==> src/rtl/transpose_regbank.sv <==
// transpose_regbank
//   N x N coefficient transpose buffer between the row and column 1D-DCT
//   passes. Words are written row-major and read column-major, with
//   valid/ready handshakes on both sides.
//
//   Configuration macro: TRANSPOSE_PINGPONG_EN
//     defined   : two banks, so a new block streams in while the previous
//                 block streams out.
//     undefined : one bank. The write side stalls from the end of a block
//                 until that block has been fully read. Ports are identical.
//
//   All outputs are driven from flops. Each output register is loaded with
//   the next-state view of the bank, so the outputs always match the
//   current full flags and read pointer.
module transpose_regbank #(
    parameter int WIDTH = 16,
    parameter int N     = 8
) (
    input  logic             clk,
    input  logic             rst,
    input  logic             in_valid,
    output logic             in_ready,
    input  logic [WIDTH-1:0] in_data,
    output logic             out_valid,
    input  logic             out_ready,
    output logic [WIDTH-1:0] out_data,
    output logic             out_last
);

    localparam int DEPTH = N * N;
    localparam int CW    = $clog2(DEPTH);
    localparam int HW    = $clog2(N);
`ifdef TRANSPOSE_PINGPONG_EN
    localparam int AW    = CW + 1;
`else
    localparam int AW    = CW;
`endif
    localparam int SLOTS = 1 << AW;
    localparam logic [CW-1:0] LAST_IDX = CW'(DEPTH - 1);

    // Storage: one or two banks, each row-major within its slot range.
    logic [WIDTH-1:0] mem_r [SLOTS];

    logic [CW-1:0]    wr_cnt_r;
    logic [CW-1:0]    rd_cnt_r;
    logic             wr_bank_r;
    logic             rd_bank_r;
    logic [1:0]       full_r;
    logic             in_ready_r;
    logic             out_valid_r;
    logic             out_last_r;
    logic [WIDTH-1:0] out_data_r;

    logic             wr_fire_s;
    logic             wr_wrap_s;
    logic             rd_fire_s;
    logic             rd_wrap_s;
    logic [CW-1:0]    wr_cnt_nxt_s;
    logic [CW-1:0]    rd_cnt_nxt_s;
    logic             wr_bank_nxt_s;
    logic             rd_bank_nxt_s;
    logic [1:0]       full_nxt_s;
    logic [AW-1:0]    wr_addr_s;
    logic [AW-1:0]    rd_addr_nxt_s;
    logic             in_ready_nxt_s;
    logic             out_valid_nxt_s;
    logic             out_last_nxt_s;
    logic [WIDTH-1:0] out_data_nxt_s;

    // Next-state computation for pointers, full flags and output registers.
    always_comb begin
        wr_fire_s = in_valid & in_ready_r;
        wr_wrap_s = wr_fire_s & (wr_cnt_r == LAST_IDX);
        rd_fire_s = out_valid_r & out_ready;
        rd_wrap_s = rd_fire_s & out_last_r;

        // Counters are exactly log2(N*N) bits, so the increment wraps to 0.
        if (wr_fire_s) begin
            wr_cnt_nxt_s = wr_cnt_r + CW'(1);
        end else begin
            wr_cnt_nxt_s = wr_cnt_r;
        end

        if (rd_fire_s) begin
            rd_cnt_nxt_s = rd_cnt_r + CW'(1);
        end else begin
            rd_cnt_nxt_s = rd_cnt_r;
        end

`ifdef TRANSPOSE_PINGPONG_EN
        wr_bank_nxt_s = wr_bank_r ^ wr_wrap_s;
        rd_bank_nxt_s = rd_bank_r ^ rd_wrap_s;
`else
        wr_bank_nxt_s = 1'b0;
        rd_bank_nxt_s = 1'b0;
`endif

        // Set and clear always hit different banks, so both may apply.
        full_nxt_s = full_r;
        if (wr_wrap_s) begin
            full_nxt_s[wr_bank_r] = 1'b1;
        end else begin
            full_nxt_s[wr_bank_r] = full_r[wr_bank_r];
        end
        if (rd_wrap_s) begin
            full_nxt_s[rd_bank_r] = 1'b0;
        end else begin
            full_nxt_s[rd_bank_r] = full_nxt_s[rd_bank_r];
        end

        // Read address swaps row and column fields: entry [rd%N][rd/N].
`ifdef TRANSPOSE_PINGPONG_EN
        wr_addr_s     = {wr_bank_r, wr_cnt_r};
        rd_addr_nxt_s = {rd_bank_nxt_s, rd_cnt_nxt_s[HW-1:0], rd_cnt_nxt_s[CW-1:HW]};
`else
        wr_addr_s     = wr_cnt_r;
        rd_addr_nxt_s = {rd_cnt_nxt_s[HW-1:0], rd_cnt_nxt_s[CW-1:HW]};
`endif

        in_ready_nxt_s  = ~full_nxt_s[wr_bank_nxt_s];
        out_valid_nxt_s = full_nxt_s[rd_bank_nxt_s];
        out_last_nxt_s  = out_valid_nxt_s & (rd_cnt_nxt_s == LAST_IDX);

        // Bypass covers a slot that is being written on the same edge.
        if (!out_valid_nxt_s) begin
            out_data_nxt_s = {WIDTH{1'b0}};
        end else if (wr_fire_s && (wr_addr_s == rd_addr_nxt_s)) begin
            out_data_nxt_s = in_data;
        end else begin
            out_data_nxt_s = mem_r[rd_addr_nxt_s];
        end
    end

    // Storage write port; contents survive reset by design.
    always_ff @(posedge clk) begin
        if (wr_fire_s && !rst) begin
            mem_r[wr_addr_s] <= in_data;
        end
    end

    // Control state and registered outputs.
    always_ff @(posedge clk) begin
        if (rst) begin
            wr_cnt_r    <= {CW{1'b0}};
            rd_cnt_r    <= {CW{1'b0}};
            wr_bank_r   <= 1'b0;
            rd_bank_r   <= 1'b0;
            full_r      <= 2'b00;
            in_ready_r  <= 1'b1;
            out_valid_r <= 1'b0;
            out_last_r  <= 1'b0;
            out_data_r  <= {WIDTH{1'b0}};
        end else begin
            wr_cnt_r    <= wr_cnt_nxt_s;
            rd_cnt_r    <= rd_cnt_nxt_s;
            wr_bank_r   <= wr_bank_nxt_s;
            rd_bank_r   <= rd_bank_nxt_s;
            full_r      <= full_nxt_s;
            in_ready_r  <= in_ready_nxt_s;
            out_valid_r <= out_valid_nxt_s;
            out_last_r  <= out_last_nxt_s;
            out_data_r  <= out_data_nxt_s;
        end
    end

    assign in_ready  = in_ready_r;
    assign out_valid = out_valid_r;
    assign out_last  = out_last_r;
    assign out_data  = out_data_r;

endmodule

==> config.mk <==
export PLATFORM = sky130hd
export DESIGN_NAME = transpose_regbank
export DESIGN_NICKNAME = d
export VERILOG_FILES = /design/src/rtl/transpose_regbank.sv
export SDC_FILE = /design/constraint.sdc
export NUM_CORES = 1
export LEC_CHECK = 0
export BUFFER_PORTS_ARGS = -buffer_cell sky130_fd_sc_hd__buf_2
export CORE_MARGIN = 2
export CORE_UTILIZATION = 35
export DETAILED_ROUTE_END_ITERATION = 16
export REMOVE_ABC_BUFFERS = 1
export SETUP_SLACK_MARGIN = 0.4
export SYNTH_ARGS = -nofsm -noshare
export SYNTH_HDL_FRONTEND = slang
export SYNTH_SLANG_ARGS = --single-unit
==> constraint.sdc <==
create_clock -name clk -period 5.9 [get_ports clk]
set_input_delay 1.18 -clock clk [delete_from_list [all_inputs] [get_ports clk]]
set_output_delay 1.18 -clock clk [all_outputs]
set_load 0.01 [all_outputs]
==> results.md, run 1 <==
* Outcome: completed
* Top FF cell, synth: edfxtp_1
* Slew @ Worst Pin at 1307 ps
* Combinational family with the most area after synthesis: multiplexers
* Largest area contributor in the netlist: edfxtp_1
* Worst Path Arrival at 4970 ps
* Routed WL at 123200 um
* Xor-xnor portion of the synthesized cell area at 0.3613%
* First-pass GRT wire length at 178400 um
* Hold EP: wr_addr_s[1]$_SDFFE_PP0P_
* Synth Area in Simple Gates at 7.689%
* Launch point of the worst reg-to-reg path: rd_cnt_r[1]$_SDFF_PP0_
* Max FO, Critical Path at 16
* Die Area at 132500 um^2
* Chip height at 364.0 um
* Sequential power share at 55.0%
* Fraction of layout cells with a size suffix above 1 at 16.64%
* Clock skew after layout at 33.47 ps
* Post-layout min period at 4373 ps
* Max Fclk at 0.2287 GHz
* Int Power at 11.93 mW
* Gate Count Post-Synth at 2945
* Commonest cells post-synth: 1024 x edfxtp_1, 295 x nand2_1, 256 x nand2b_1, 168 x clkbuf_1, 168 x mux2i_1
* Clock sinks at 1055
* CP required at 6500 ps
* HPWL Detailed at 70980 um
* Clock Tree Root: clkbuf_16
* Critical Path End Type: register
* Clock power share at 43.5%
* Iteration-0 DRC Markers at 2869
* Post-synth top area share at 67.78%
* Most common cell in the netlist: edfxtp_1
* CP Launch Point: out_ready
* CP Cell Sequence: buf_2 -> nand2_1 -> o31ai_1 -> nand2_1 -> nor2_1 -> a22oi_1 -> nand4_1 -> nand2_1 -> a21oi_1
* Seq/Total Area, Yosys at 69.15%
* Sw Share at 20.21%
* DR vias/cell at 5.521
* R2R Setup Slk at 1560 ps
* Num CTS Buffers at 105
* Total congestion overflow at 0
* Net Sw Power at 3.022 mW
* Rows at 132
* Slew Viols, Final at 0
* Routed len/inst at 25.54 um
* Avg Cell Area, Syn at 15.40 um^2
* Worst-skew pair later-pin latency at 700 ps
* PostCTS Resize Cnt at 0
* TritonCTS clock tree: built
* Final std cells w/o fill at 4826
* Routed Antenna Nets at 0
* Core Util, Final at 39.74%
* Maxcap violations at 0
* Yosys warnings at 0
* TritonRoute pass-1 iters at 5
* Crit-path max cell delay at 1120 ps
* Most frequent CP cell: nand2_1
* Min-delay src: wr_addr_s[1]$_SDFFE_PP0P_
* CP Launch Type: input port
* Total GRT Usage at 18.29%
* Comb power frac at 1.5%
* Critical path type: in -> reg
* Placed Instances at 4632
* PD cells at 291.4 nW/um^2
* Ys async rst share at 0%
* Max Buffers Root-to-Sink at 3
* Layout area overhead at 13.14%
* Tightest Hold Check Type: reg -> reg
* GP Congestion at 0.8567
* Synth Register Bits at 1055
* Crit-path slowest cell: o31ai_1
* R2r worst-path depth at 9
* Vias at 26.65k
* Initial Util at 35.13%
* # hold bufs at CTS at 0
* Post-CTS setup buffers at 0
* Core area at 129200 um^2
* Chip Width at 364.0 um
* Final #Nets at 3019
* Compound-cell area share of the yosys netlist at 9.435%
* Final count of negative-setup-slack endpoints at 0
* R2R Path End: out_data[1]$_SDFF_PP0_
* Mapped Area at 45370 um^2
* RSZ-0062 raised after global routing: no
* Slew Limit Headroom at 12.14%
* Hold Path Stages at 2
* IO Count at 39
* Pleak at 15.56 nW
* H-Tree Depth at 3
* Post-synth cell types at 59
* Worst vdd ir at 0.0001884 V
* Drt drc at 0
* Area contributors post-synth: edfxtp_1 68%, mux4_2 6.8%, mux2i_1 3.7%
* Post-synthesis mux area share at 10.89%
* Reg clk slew, reported paths at 60 ps
* I/O Buffers at 38
* Hold Fails Final Rpt at 0
* Synth Area in Adders at 0.05516%
* Tcrit/Tclk final at 74.12%
* Largest net degree at the start of global routing at 277
* Post-synth EDFFs at 1024
* Initial antenna violation count at 9
* Vias in the first global route at 25.19k
* Filler cells at 11.79k
power groups by stage:
stage	Sequential (mW)	Combinational (mW)	Clock (mW)
6_report	8.23	0.217	6.51
5_1_grt	8.23	0.231	6.90
4_1_cts	8.23	0.221	6.61
3_5_place_dp	8.39	0.221	0
3_3_place_gp	8.39	0.217	0
2_1_floorplan	8.39	0.0356	0
per-layer routing:
| metal | track usage [%] | vias up | wire, um | share of wire [%] |
|---|---|---|---|---|
| met5 | 0 | - | 45 | 0.037 |
| met4 | 4.667 | 8 | 2617 | 2.1 |
| li1 | - | 11710 | - | - |
| met2 | 28.66 | 1034 | 57230 | 46 |
| met3 | 3.015 | 163 | 9237 | 7.5 |
| met1 | 26.48 | 13740 | 54110 | 44 |
per-stage QoR:
stage | hold slack (ps) | power (mW) | area [um^2] | TNS [ps] | setup slack [ps]
floorplan | 526.8 | 8.426 | 44290 | -260200 | -15530
global placement | 573.1 | 8.608 | 48020 | 0 | 1025
detailed placement | 583.4 | 8.613 | 48020 | 0 | 1025
CTS | 592.2 | 15.06 | 51330 | 0 | 1733
global route | 636.3 | 15.36 | 51330 | 0 | 1531
finish | 596.7 | 14.96 | 51330 | 0 | 1527
registers in the layout, summed over array words and instances (netlist names):
| signal | cells |
|---|---|
| wr_addr_s | 6 |
| in_ready | 1 |
| out_last | 1 |
| out_valid | 1 |
| mem_r | 1024 |
| rd_cnt_r | 6 |
| out_data | 16 |
how the worst max path moves through the flow:
stage                                         to  slack (ps)  cells after the start
final                     out_data[1]$_SDFF_PP0_        1530                      9
after global routing      out_data[1]$_SDFF_PP0_        1530                      9
after CTS                 out_data[1]$_SDFF_PP0_        1730                      9
after detailed placement  out_data[1]$_SDFF_PP0_        1020                      9
after global placement    out_data[1]$_SDFF_PP0_        1030                      9
after floorplan           out_data[9]$_SDFF_PP0_      -15530                      6
cell families after synthesis:
logic type      after synthesis
fa+ha+maj                     2
compound gates              605
buf+inv                     237
xor+xnor                     17
simple gates                708
flops                      1055
mux                         321
layout make-up:
class	count	area [um^2]	share of cell area, %
antenna	1	2.502	0.004875
timing repair buffer	176	1389	2.706
tap	1742	2180	4.246
clock inverter	49	431.7	0.8410
clock buffer	144	2878	5.607
multi-input combinational	1653	13050	25.41
sequential	1055	31380	61.13
inverter	6	25.02	0.04875
cell usage in the layout (no fill, tap or decap), types with 17 or more instances in the layout:
master and n:
mux2i_1 168, clkinv_1 19, nand2_1 293, nand4_1 22
buf_2 38, nand2b_1 256, a21oi_1 82, a211oi_1 128
clkbuf_16 108, edfxtp_1 1024, nor2_1 93, o22ai_1 100
o21ai_0 17, buf_4 125, o211ai_1 64, mux4_2 136
dfxtp_1 29, clkbuf_1 32, a22oi_1 160
critical path, delay by kind of cell:
| family | cells | cell delay [ps] |
|---|---|---|
| and+or+nand+nor | 5 | 1860 |
| AOI/OAI and AO/OA | 3 | 1710 |
| buffers and inverters | 1 | 200 |
Note: power is estimated with default switching activity, not from simulation.
==> inputs of run 2 (changes only) <==
==> constraint.sdc (replaced) <==
create_clock -name clk -period 4 [get_ports clk]
set_input_delay 0.8 -clock clk [delete_from_list [all_inputs] [get_ports clk]]
set_output_delay 0.8 -clock clk [all_outputs]
set_load 0.01 [all_outputs]
==> results.md, run 2 (synthesis results as in run 1) <==
* Tot Pwr at 22.48 mW
* TritonRoute pass-1 iters at 6
* Routed len/inst at 25.78 um
* Vias in the first global route at 26.50k
* Top reg by flops: mem_r
* TritonCTS clock tree: built
* Clock sinks at 1055
* PD cells at 428.7 nW/um^2
* Commonest non-fill, non-tap cell in the layout: edfxtp_1
* Iteration-0 DRC Markers at 3301
* Maxcap violations at 0
* Total GRT Usage at 18.94%
* Most frequent CP cell: a21oi_1
* Total congestion overflow at 0
* Final WS setup at 435.1 ps
* Net Sw Power at 4.524 mW
* Comb power frac at 1.5%
* Core area at 129200 um^2
* CP required at 4580 ps
* Core Util, Final at 40.59%
* Slew Viols, Final at 0
* Max FFs per register at 1024
* Die Area at 132500 um^2
* Worst Path Arrival at 4140 ps
* Crit-path slowest cell: o41ai_4
* H-Tree Depth at 3
* Slew Limit Headroom at 18.07%
* Int Power at 17.95 mW
* Placed Instances at 4718
* Post-CTS setup buffers at 0
* Post-layout min period at 3565 ps
* Final #Nets at 3105
* Max Fclk at 0.2805 GHz
* Placed inst area at 48760 um^2
* DR vias/cell at 5.565
* Num CTS Buffers at 105
* Routed WL at 126700 um
* Largest net degree at the start of global routing at 209
* Drt drc at 0
* CP Cell Sequence: ha_1 -> and4_4 -> buf_4 -> buf_8 -> a22oi_1 -> o211ai_1 -> a21oi_1 -> o41ai_4 -> nand4_1 -> nand2_1 -> a21oi_1
* Pleak at 16.16 nW
* Clock power share at 44.5%
* Max Buffers Root-to-Sink at 3
* Max FO, Critical Path at 32
* Tcrit/Tclk final at 89.12%
* Initial antenna violation count at 12
* Final count of negative-setup-slack endpoints at 0
* Crit-path max cell delay at 540 ps
* Filler cells at 11.77k
* Total Neg Setup Slack at 0 ps
* Chip Width at 364.0 um
* Tightest Hold Check Type: in -> reg
* Rows at 132
* Clock skew after layout at 28.81 ps
* CP Launch Type: register
* Worst vdd ir at 0.0003113 V
* Sw Share at 20.13%
* Clock Tree Root: clkbuf_16
* Layout area overhead at 15.55%
* Fraction of layout cells with a size suffix above 1 at 19.59%
* Vias at 27.34k
* Post-route cell area at 52420 um^2
* GP Congestion at 0.8579
* Initial Util at 35.13%
* Critical path type: reg -> reg
* Outcome: completed
* HPWL Detailed at 77440 um
* I/O Buffers at 38
* Routed Antenna Nets at 0
* Chip height at 364.0 um
* Sequential power share at 54.0%
* Hold Fails Final Rpt at 0
* Slew @ Worst Pin at 1229 ps
* Final std cells w/o fill at 4914
* IO Count at 39
* Hold WS at 498.5 ps
* # hold bufs at CTS at 0
* First-pass GRT wire length at 185100 um
* Worst-skew pair later-pin latency at 700 ps
* Reg clk slew, reported paths at 60 ps
* Critical Path End Type: register
* Highest-count cells in the layout ignoring fill and taps: 1024 x edfxtp_1, 293 x nand2_1, 256 x nand2b_1
* RSZ-0062 raised after global routing: yes
* Pre-CTS WS at -886.7 ps
run 2: changes by cell type in the layout (fill, tap and decap cells not counted), moves of 7 or more:
cell and delta:
buf_12 +12, buf_4 +70, bufinv_16 +8, clkbuf_1 -17, clkinv_1 +7, clkinv_2 +8
run 2: what timing repair did:
item,in CTS,in global routing
gates resized for setup,20,8
pin swaps,2,1
endpoints found under the hold margin,0,0
setup endpoints to repair,13,6
run 2: area by class of cell:
type | instances | area, um^2 | share of cell area [%]
antenna | 2 | 5.005 | 0.009547
clock buffer | 122 | 2711 | 5.172
clock inverter | 72 | 753.2 | 1.437
inverter | 6 | 25.02 | 0.04774
multi-input combinational | 1653 | 13170 | 25.12
sequential | 1055 | 31380 | 59.86
tap | 1742 | 2180 | 4.158
timing repair buffer | 262 | 2197 | 4.191
run 2: layer usage:
metal	vias up	part of all wire, %	global-route usage [%]
met3	165	8.6	3.545
met4	4	2.3	5.445
li1	11880	-	-
met5	-	0.026	0
met1	14160	43	26.92
met2	1140	46	29.64
run 2: worst paths after layout:
kind              depth (start not counted)                         to  slack (ps)                      start
setup / recovery                         11     out_data[2]$_SDFF_PP0_         440     rd_cnt_r[0]$_SDFF_PP0_
hold / removal                            2  wr_addr_s[2]$_SDFFE_PP0P_         500                        rst
setup reg to reg                         11     out_data[2]$_SDFF_PP0_         440     rd_cnt_r[0]$_SDFF_PP0_
hold reg to reg                           2  wr_addr_s[1]$_SDFFE_PP0P_         600  wr_addr_s[1]$_SDFFE_PP0P_
run 2: worst max-delay path, delay by kind of cell, from the launching register on:
kind                       cells  cell delay, ps
adders and majority gates      1             280
buffers and inverters          2             570
DFF                            1             470
and+or+nand+nor                3             780
AOI/OAI and AO/OA              5            1310
run 2: power by group through the flow:
stage	logic [mW]	registers, mW	clock network, mW
3_5_place_dp	0.349	12.4	0
4_1_cts	0.349	12.1	10.2
6_report	0.345	12.1	9.99
2_1_floorplan	0.0525	12.4	0
3_3_place_gp	0.343	12.4	0
5_1_grt	0.367	12.1	10.6
